### config.mk
export PLATFORM = sky130hd
export DESIGN_NAME = vga_pixel_feeder
export DESIGN_NICKNAME = d
export VERILOG_FILES = /design/src/rtl/vga_pixel_feeder.sv
export SDC_FILE = /design/constraint.sdc
export NUM_CORES = 1
export LEC_CHECK = 0
export ABC_AREA = 1
export CORE_UTILIZATION = 40
export DETAILED_ROUTE_END_ITERATION = 6
export PLACE_DENSITY_LB_ADDON = 0.2
export SLEW_MARGIN = 10
export SYNTH_ARGS = -nofsm -noshare
export SYNTH_HDL_FRONTEND = slang
export SYNTH_SLANG_ARGS = --single-unit
### constraint.sdc
create_clock -name Clk -period 22.4 [get_ports Clk]
set_clock_uncertainty 0.1 [all_clocks]
set_input_delay 4.48 -clock Clk [delete_from_list [all_inputs] [get_ports Clk]]
set_output_delay 4.48 -clock Clk [all_outputs]
set_load 0.05 [all_outputs]
### src/rtl/vga_pixel_feeder.sv
// Purpose : prefetch 12-bit pixel words from frame memory into a 16-deep FIFO and present one word per active pixel.
// Latency : Data carries the FIFO head one clock after the cycle whose counters are active.
// Backpress: fetching stops while FIFO count + outstanding reaches 16 or the frame's word count is met.
//
// Ports: Clk/Rst (sync, active-low); Count_h/Count_v and the four inclusive margins from the counter unit;
//        Mem_req/Mem_addr/Mem_ack/Mem_data read handshake (one request outstanding at most);
//        Data pixel word, Underflow sticky starvation flag, Frame_start one-cycle resync pulse.
module vga_pixel_feeder #(
    parameter int DATA_WIDTH    = 12,
    parameter int REZ_MAX_WIDTH = 11,
    parameter int ADDR_WIDTH    = 19,
    parameter int FIFO_AW       = 4
) (
    input  logic                     Clk,
    input  logic                     Rst,
    input  logic [REZ_MAX_WIDTH-1:0] Count_h,
    input  logic [REZ_MAX_WIDTH-1:0] Count_v,
    input  logic [REZ_MAX_WIDTH-1:0] H_left_margin,
    input  logic [REZ_MAX_WIDTH-1:0] H_right_margin,
    input  logic [REZ_MAX_WIDTH-1:0] V_left_margin,
    input  logic [REZ_MAX_WIDTH-1:0] V_right_margin,
    output logic                     Mem_req,
    output logic [ADDR_WIDTH-1:0]    Mem_addr,
    input  logic                     Mem_ack,
    input  logic [DATA_WIDTH-1:0]    Mem_data,
    output logic [DATA_WIDTH-1:0]    Data,
    output logic                     Underflow,
    output logic                     Frame_start
);

    typedef enum logic [1:0] {ST_IDLE, ST_FILL, ST_RUN, ST_RESYNC} state_t;

    localparam int DEPTH = 2 ** FIFO_AW;
    localparam int SPW   = REZ_MAX_WIDTH + 1;
    localparam logic [FIFO_AW:0] FULL_CNT = (FIFO_AW + 1)'(DEPTH);

    state_t                  state_q, state_d;
    logic [DATA_WIDTH-1:0]   fifo_q [DEPTH];
    logic [FIFO_AW-1:0]      wr_ptr_q, wr_ptr_d, rd_ptr_q, rd_ptr_d;
    logic [FIFO_AW:0]        count_q, count_d;
    logic                    mem_req_q, mem_req_d;
    // Mem_addr doubles as the per-frame fetch count: it only advances on accepted words.
    logic [ADDR_WIDTH-1:0]   mem_addr_q, mem_addr_d;
    logic [ADDR_WIDTH-1:0]   frame_pix_q, frame_pix_d;
    logic [DATA_WIDTH-1:0]   data_q, data_d;
    logic                    underflow_q, underflow_d;
    logic                    frame_start_q, frame_start_d;

    logic                    active, sof, fetching, ack, flush, push, pop;
    logic [SPW-1:0]          h_span, v_span;
    logic [2*SPW-1:0]        pix_prod;

    // Inverted margins yield a zero span, hence a zero word count for the frame.
    always_comb begin
        h_span = '0;
        v_span = '0;
        if (H_right_margin >= H_left_margin)
            h_span = {1'b0, H_right_margin} - {1'b0, H_left_margin} + SPW'(1);
        if (V_right_margin >= V_left_margin)
            v_span = {1'b0, V_right_margin} - {1'b0, V_left_margin} + SPW'(1);
        pix_prod = {{SPW{1'b0}}, h_span} * {{SPW{1'b0}}, v_span};
    end

    always_comb begin
        state_d       = state_q;
        wr_ptr_d      = wr_ptr_q;
        rd_ptr_d      = rd_ptr_q;
        count_d       = count_q;
        mem_req_d     = mem_req_q;
        mem_addr_d    = mem_addr_q;
        frame_pix_d   = frame_pix_q;
        data_d        = '0;
        underflow_d   = underflow_q;
        frame_start_d = 1'b0;

        active   = (Count_h >= H_left_margin) && (Count_h <= H_right_margin) &&
                   (Count_v >= V_left_margin) && (Count_v <= V_right_margin);
        sof      = (Count_h == '0) && (Count_v == '0);
        fetching = (state_q == ST_FILL) || (state_q == ST_RUN);
        ack      = mem_req_q && Mem_ack;
        flush    = fetching && sof;
        // Words arriving in RESYNC, or in the flush cycle itself, belong to the old frame.
        push     = ack && fetching && !flush;
        // No bypass: a word pushed this cycle is not visible to a pop in the same cycle.
        pop      = active && (count_q != '0);

        if (pop)
            data_d = fifo_q[rd_ptr_q];
        if (active && (count_q == '0))
            underflow_d = 1'b1;

        frame_start_d = sof;
        if (sof)
            frame_pix_d = ADDR_WIDTH'(pix_prod);

        if (flush) begin
            wr_ptr_d = '0;
            rd_ptr_d = '0;
            count_d  = '0;
        end else begin
            if (push)
                wr_ptr_d = wr_ptr_q + FIFO_AW'(1);
            if (pop)
                rd_ptr_d = rd_ptr_q + FIFO_AW'(1);
            if (push && !pop)
                count_d = count_q + (FIFO_AW + 1)'(1);
            else if (!push && pop)
                count_d = count_q - (FIFO_AW + 1)'(1);
        end

        // With no request in flight, count_q alone is "count + outstanding".
        if (mem_req_q) begin
            if (ack) begin
                mem_req_d = 1'b0;
                if (push)
                    mem_addr_d = mem_addr_q + ADDR_WIDTH'(1);
            end
        end else if (fetching && !sof && (count_q < FULL_CNT) && (mem_addr_q < frame_pix_q)) begin
            mem_req_d = 1'b1;
        end

        case (state_q)
            ST_IDLE: begin
                if (sof)
                    state_d = ST_FILL;
            end
            ST_FILL, ST_RUN: begin
                if (sof) begin
                    // An unanswered request must keep its address until acked.
                    if (mem_req_q && !Mem_ack) begin
                        state_d = ST_RESYNC;
                    end else begin
                        state_d    = ST_FILL;
                        mem_addr_d = '0;
                    end
                end else if ((state_q == ST_FILL) && ((count_q == FULL_CNT) || active)) begin
                    state_d = ST_RUN;
                end
            end
            ST_RESYNC: begin
                if (ack) begin
                    state_d    = ST_FILL;
                    mem_addr_d = '0;
                end
            end
            default: state_d = ST_IDLE;
        endcase
    end

    always_ff @(posedge Clk) begin
        if (!Rst) begin
            state_q       <= ST_IDLE;
            wr_ptr_q      <= '0;
            rd_ptr_q      <= '0;
            count_q       <= '0;
            mem_req_q     <= 1'b0;
            mem_addr_q    <= '0;
            frame_pix_q   <= '0;
            data_q        <= '0;
            underflow_q   <= 1'b0;
            frame_start_q <= 1'b0;
        end else begin
            state_q       <= state_d;
            wr_ptr_q      <= wr_ptr_d;
            rd_ptr_q      <= rd_ptr_d;
            count_q       <= count_d;
            mem_req_q     <= mem_req_d;
            mem_addr_q    <= mem_addr_d;
            frame_pix_q   <= frame_pix_d;
            data_q        <= data_d;
            underflow_q   <= underflow_d;
            frame_start_q <= frame_start_d;
        end
    end

    always_ff @(posedge Clk) begin
        if (Rst && push)
            fifo_q[wr_ptr_q] <= Mem_data;
    end

    assign Mem_req     = mem_req_q;
    assign Mem_addr    = mem_addr_q;
    assign Data        = data_q;
    assign Underflow   = underflow_q;
    assign Frame_start = frame_start_q;

endmodule
==> summary.txt <==
Power and ir drop
  – P_leak: ~8.7 nW
  – Power density over the cells: 66.76 nW/um^2
  – Worst supply voltage drop on vdd: approximately 0.047 mV

Synthesis
  – Number of cells produced by synthesis: just under 2000
  – Average instance area after synthesis: about 9.2 sq um
  – Syn_nets: ~2300
  – Synthesized cell area: around 18000 sq um
  – Top-area cell type share of the netlist area: 31.87%
  – Count of warnings emitted by yosys: 0
  – Post-synthesis register bit count: between 200 and 300
  – Number of different library cells in the post-synthesis netlist: 54
  – Portion of the post-synthesis area used by sequential elements: between 30 and 40%
  – Dominant synthesized flop cell: edfxtp_1
  – Async set or reset register ratio after synthesis: 0%
  – Synth top area cells: edfxtp_1 32%, fa_1 11%, ha_1 11%
  – Dominant cell type by area after synthesis: edfxtp_1
  – Number of enable-type register cells in the synthesized netlist: around 190

Min path
  – Worst min path class: flop to flop

Setup path
  – Critical Path Slowest Stage Cell: fa_1
  – Largest fanout of any net on the critical path: 9
  – Nature of the critical path startpoint: input pin
  – Maximum single-stage delay on the critical path: roughly 550 ps
  – Type of the worst setup path: input pin to flop
  – Arrival time reported for the critical path endpoint: roughly 12000 ps
  – Most frequent cell on the critical path: inv_1
  – Crit path capture type: flop
  – Required time of the critical path: between 20000 and 25000 ps

CTS
  – Clock tree from TritonCTS: yes
  – Worst-path clk slew: roughly 60 ps
  – CTS sink count: between 200 and 300
  – Clock Root Buffer: clkbuf_16
  – Buffers inserted during post-CTS setup optimization: 0
  – Hold Buf Count CTS: 0
  – Worst-case clock buffer depth: 3
  – Number of levels in the clock H-tree: 1
  – Clock insertion delay at the later pin of the skew report: about 530 ps
  – TritonCTS buffer count: 28
  – Post-cts gate resize count: 0

Detailed routing
  – WL/cell: 16.92 microns
  – Routed WL: 45580 microns
  – Vias/cell: around 5.1
  – Met2 Routed Length: between 20000 and 25000 microns
  – Antenna-violating nets left: 0
  – Count of vias placed by the detailed router: about 14000
  – First-pass iteration count of the detailed router: 5
  – # DRC: 0
  – DRT met1 WL: about 20000 microns
  – Metal3 WL: 1824 microns
  – Drt first-iter violations: ~1000
  – Highest metal layer used by the detailed router: met4

Timing
  – Setup total negative slack: 0 ps
  – Maximum frequency from static timing analysis: 0.08865 GHz
  – Share of the cycle needed by the critical path after routing: 50.36%
  – Pin slew with the least headroom to its limit: about 1000 ps
  – Final setup violation count: 0
  – Max-slew violation count: 0
  – RSZ-0062 raised after global routing: no
  – Slew headroom: between 20 and 30%
  – Final Critical Period: 11280 ps
  – Final hold violation count: 0

Placed design
  – Number of buffer cells added on primary ports: 114
  – Placed wire-length estimate after detailed placement: around 33000 microns
  – Final RePlAce weighted congestion: 0.9302

Final layout
  – Final #Nets: about 2400
  – Top library cells by usage in the layout, fill and taps aside: 301 x inv_1, 265 x nand2_1, 257 x nor2_1
  – Synthesis-to-layout area growth: 14.60%
  – End-of-flow core utilization: between 40% and 50%
  – Share of layout cells above drive strength 1: 6.140%
  – Commonest non-fill, non-tap cell in the layout: inv_1

Floorplan
  – Vertical die dimension: 214.7 microns
  – Starting density of the core: around two fifths
  – I/O Pins: 115
  – CORE AREA: around 44000 sq um
  – Die footprint: 46090 sq um
  – Site row count: 77
  – Die outline width: around 210 microns

Global route
  – Initial antenna violation count: 1
  – Number of global-route vias before repair: about 14000
  – Global-route total usage across every layer: about a fifth
  – First-pass GRT wire length: between 70000 and 80000 microns
  – Maximum number of pins on one net before global-route repair: 64
  – Overflow left after global routing: 0

Status
  – Status: complete, no violations

Run
  – Max Cap Viol: 0
layer usage:
metal | vias up | GRT usage (%)
li1 | 6788 | -
met1 | 6693 | 25.84
met2 | 284 | 35.34
met3 | 62 | 2.057
met4 | 0 | 6.262
met5 | - | 0
Yosys cell counts (5+ instances only):
library cell  number
nor4_1             6
a31oi_1           12
nand4_1           18
o221ai_1          25
xnor2_1           14
o21ai_0          149
nand2_2           15
nand2_1          265
ha_1             162
o22ai_1           19
fa_1             103
clkinv_1           6
nand2_4            6
nor2_1           271
edfxtp_1         192
nand3_1           60
a21oi_1           93
xor2_1            21
nand3_2           11
nand3b_1           5
inv_1            302
nor3_1            22
nor2_2             5
o21bai_1           5
dfxtp_1           68
inv_2              7
a211oi_1          18
clkbuf_1          39
registers in the layout, indices dropped and copies added (netlist names):
register     flops
count_q          5
wr_ptr_q         4
state_q          2
Data            12
frame_pix_q     19
Mem_addr        19
Mem_req          1
fifo_q         192
Frame_start      1
rd_ptr_q         4
Underflow        1
critical path, delay by kind of cell:
family / cells / cell delay [ps]
buffers and inverters: 8 / 1100
AOI/OAI and AO/OA: 2 / 200
adders and majority gates: 8 / 3550
xor gates and xnor gates: 2 / 320
and+or+nand+nor: 13 / 1930
per-stage QoR:
| stage | worst slack (ps) | instances | cell area, sq um | hold slack (ps) | power (mW) |
|---|---|---|---|---|---|
| floorplan | 11820 | 1976 | 18090 | 332.5 | 0.8371 |
| global placement | 10760 | 2641 | 19850 | 360.3 | 0.9491 |
| detailed placement | 10620 | 2641 | 19850 | 365.4 | 0.9528 |
| CTS | 11140 | 2693 | 20730 | 373.9 | 1.395 |
| global route | 10580 | 2694 | 20730 | 399.3 | 1.476 |
| finish | 11120 | 2694 | 20730 | 373.7 | 1.384 |
path summary, 6_finish.rpt:
kind                                        start               to  slack [ps]  depth (start not counted)
worst max-delay path            H_right_margin[3]  frame_pix_q[18]       11120                         33
worst min-delay path               frame_pix_q[3]   frame_pix_q[3]         370                          2
worst max register to register         state_q[0]       count_q[4]       19330                         15
worst min register to register     frame_pix_q[3]   frame_pix_q[3]         370                          2
power breakdown:
part | internal, mW | leakage, nW | switching (mW) | total (mW)
clock | 0.259 | 0.432 | 0.184 | 0.442
sequential | 0.517 | 2.27 | 0.000776 | 0.518
combinational | 0.152 | 5.96 | 0.273 | 0.424
logic make-up after synthesis:
logic type | count (synthesis) | share of synthesized area (%)
and+or+nand+nor | 707 | 17.55
buffers and inverters | 367 | 7.883
AOI/OAI and AO/OA | 342 | 10.88
DFF | 260 | 39.39
xor gates and xnor gates | 35 | 1.694
adders and majority gates | 265 | 22.60
layout make-up:
type | count | area (sq um)
sequential | 260 | 7128
multi-input combinational | 1349 | 9575
inverter | 316 | 1189
fill | 4240 | 23680
antenna | 1 | 2.502
clock buffer | 40 | 797.0
timing repair buffer | 124 | 1216
tap | 592 | 740.7
clock inverter | 12 | 86.33
Note: power is estimated with default switching activity, not from simulation.
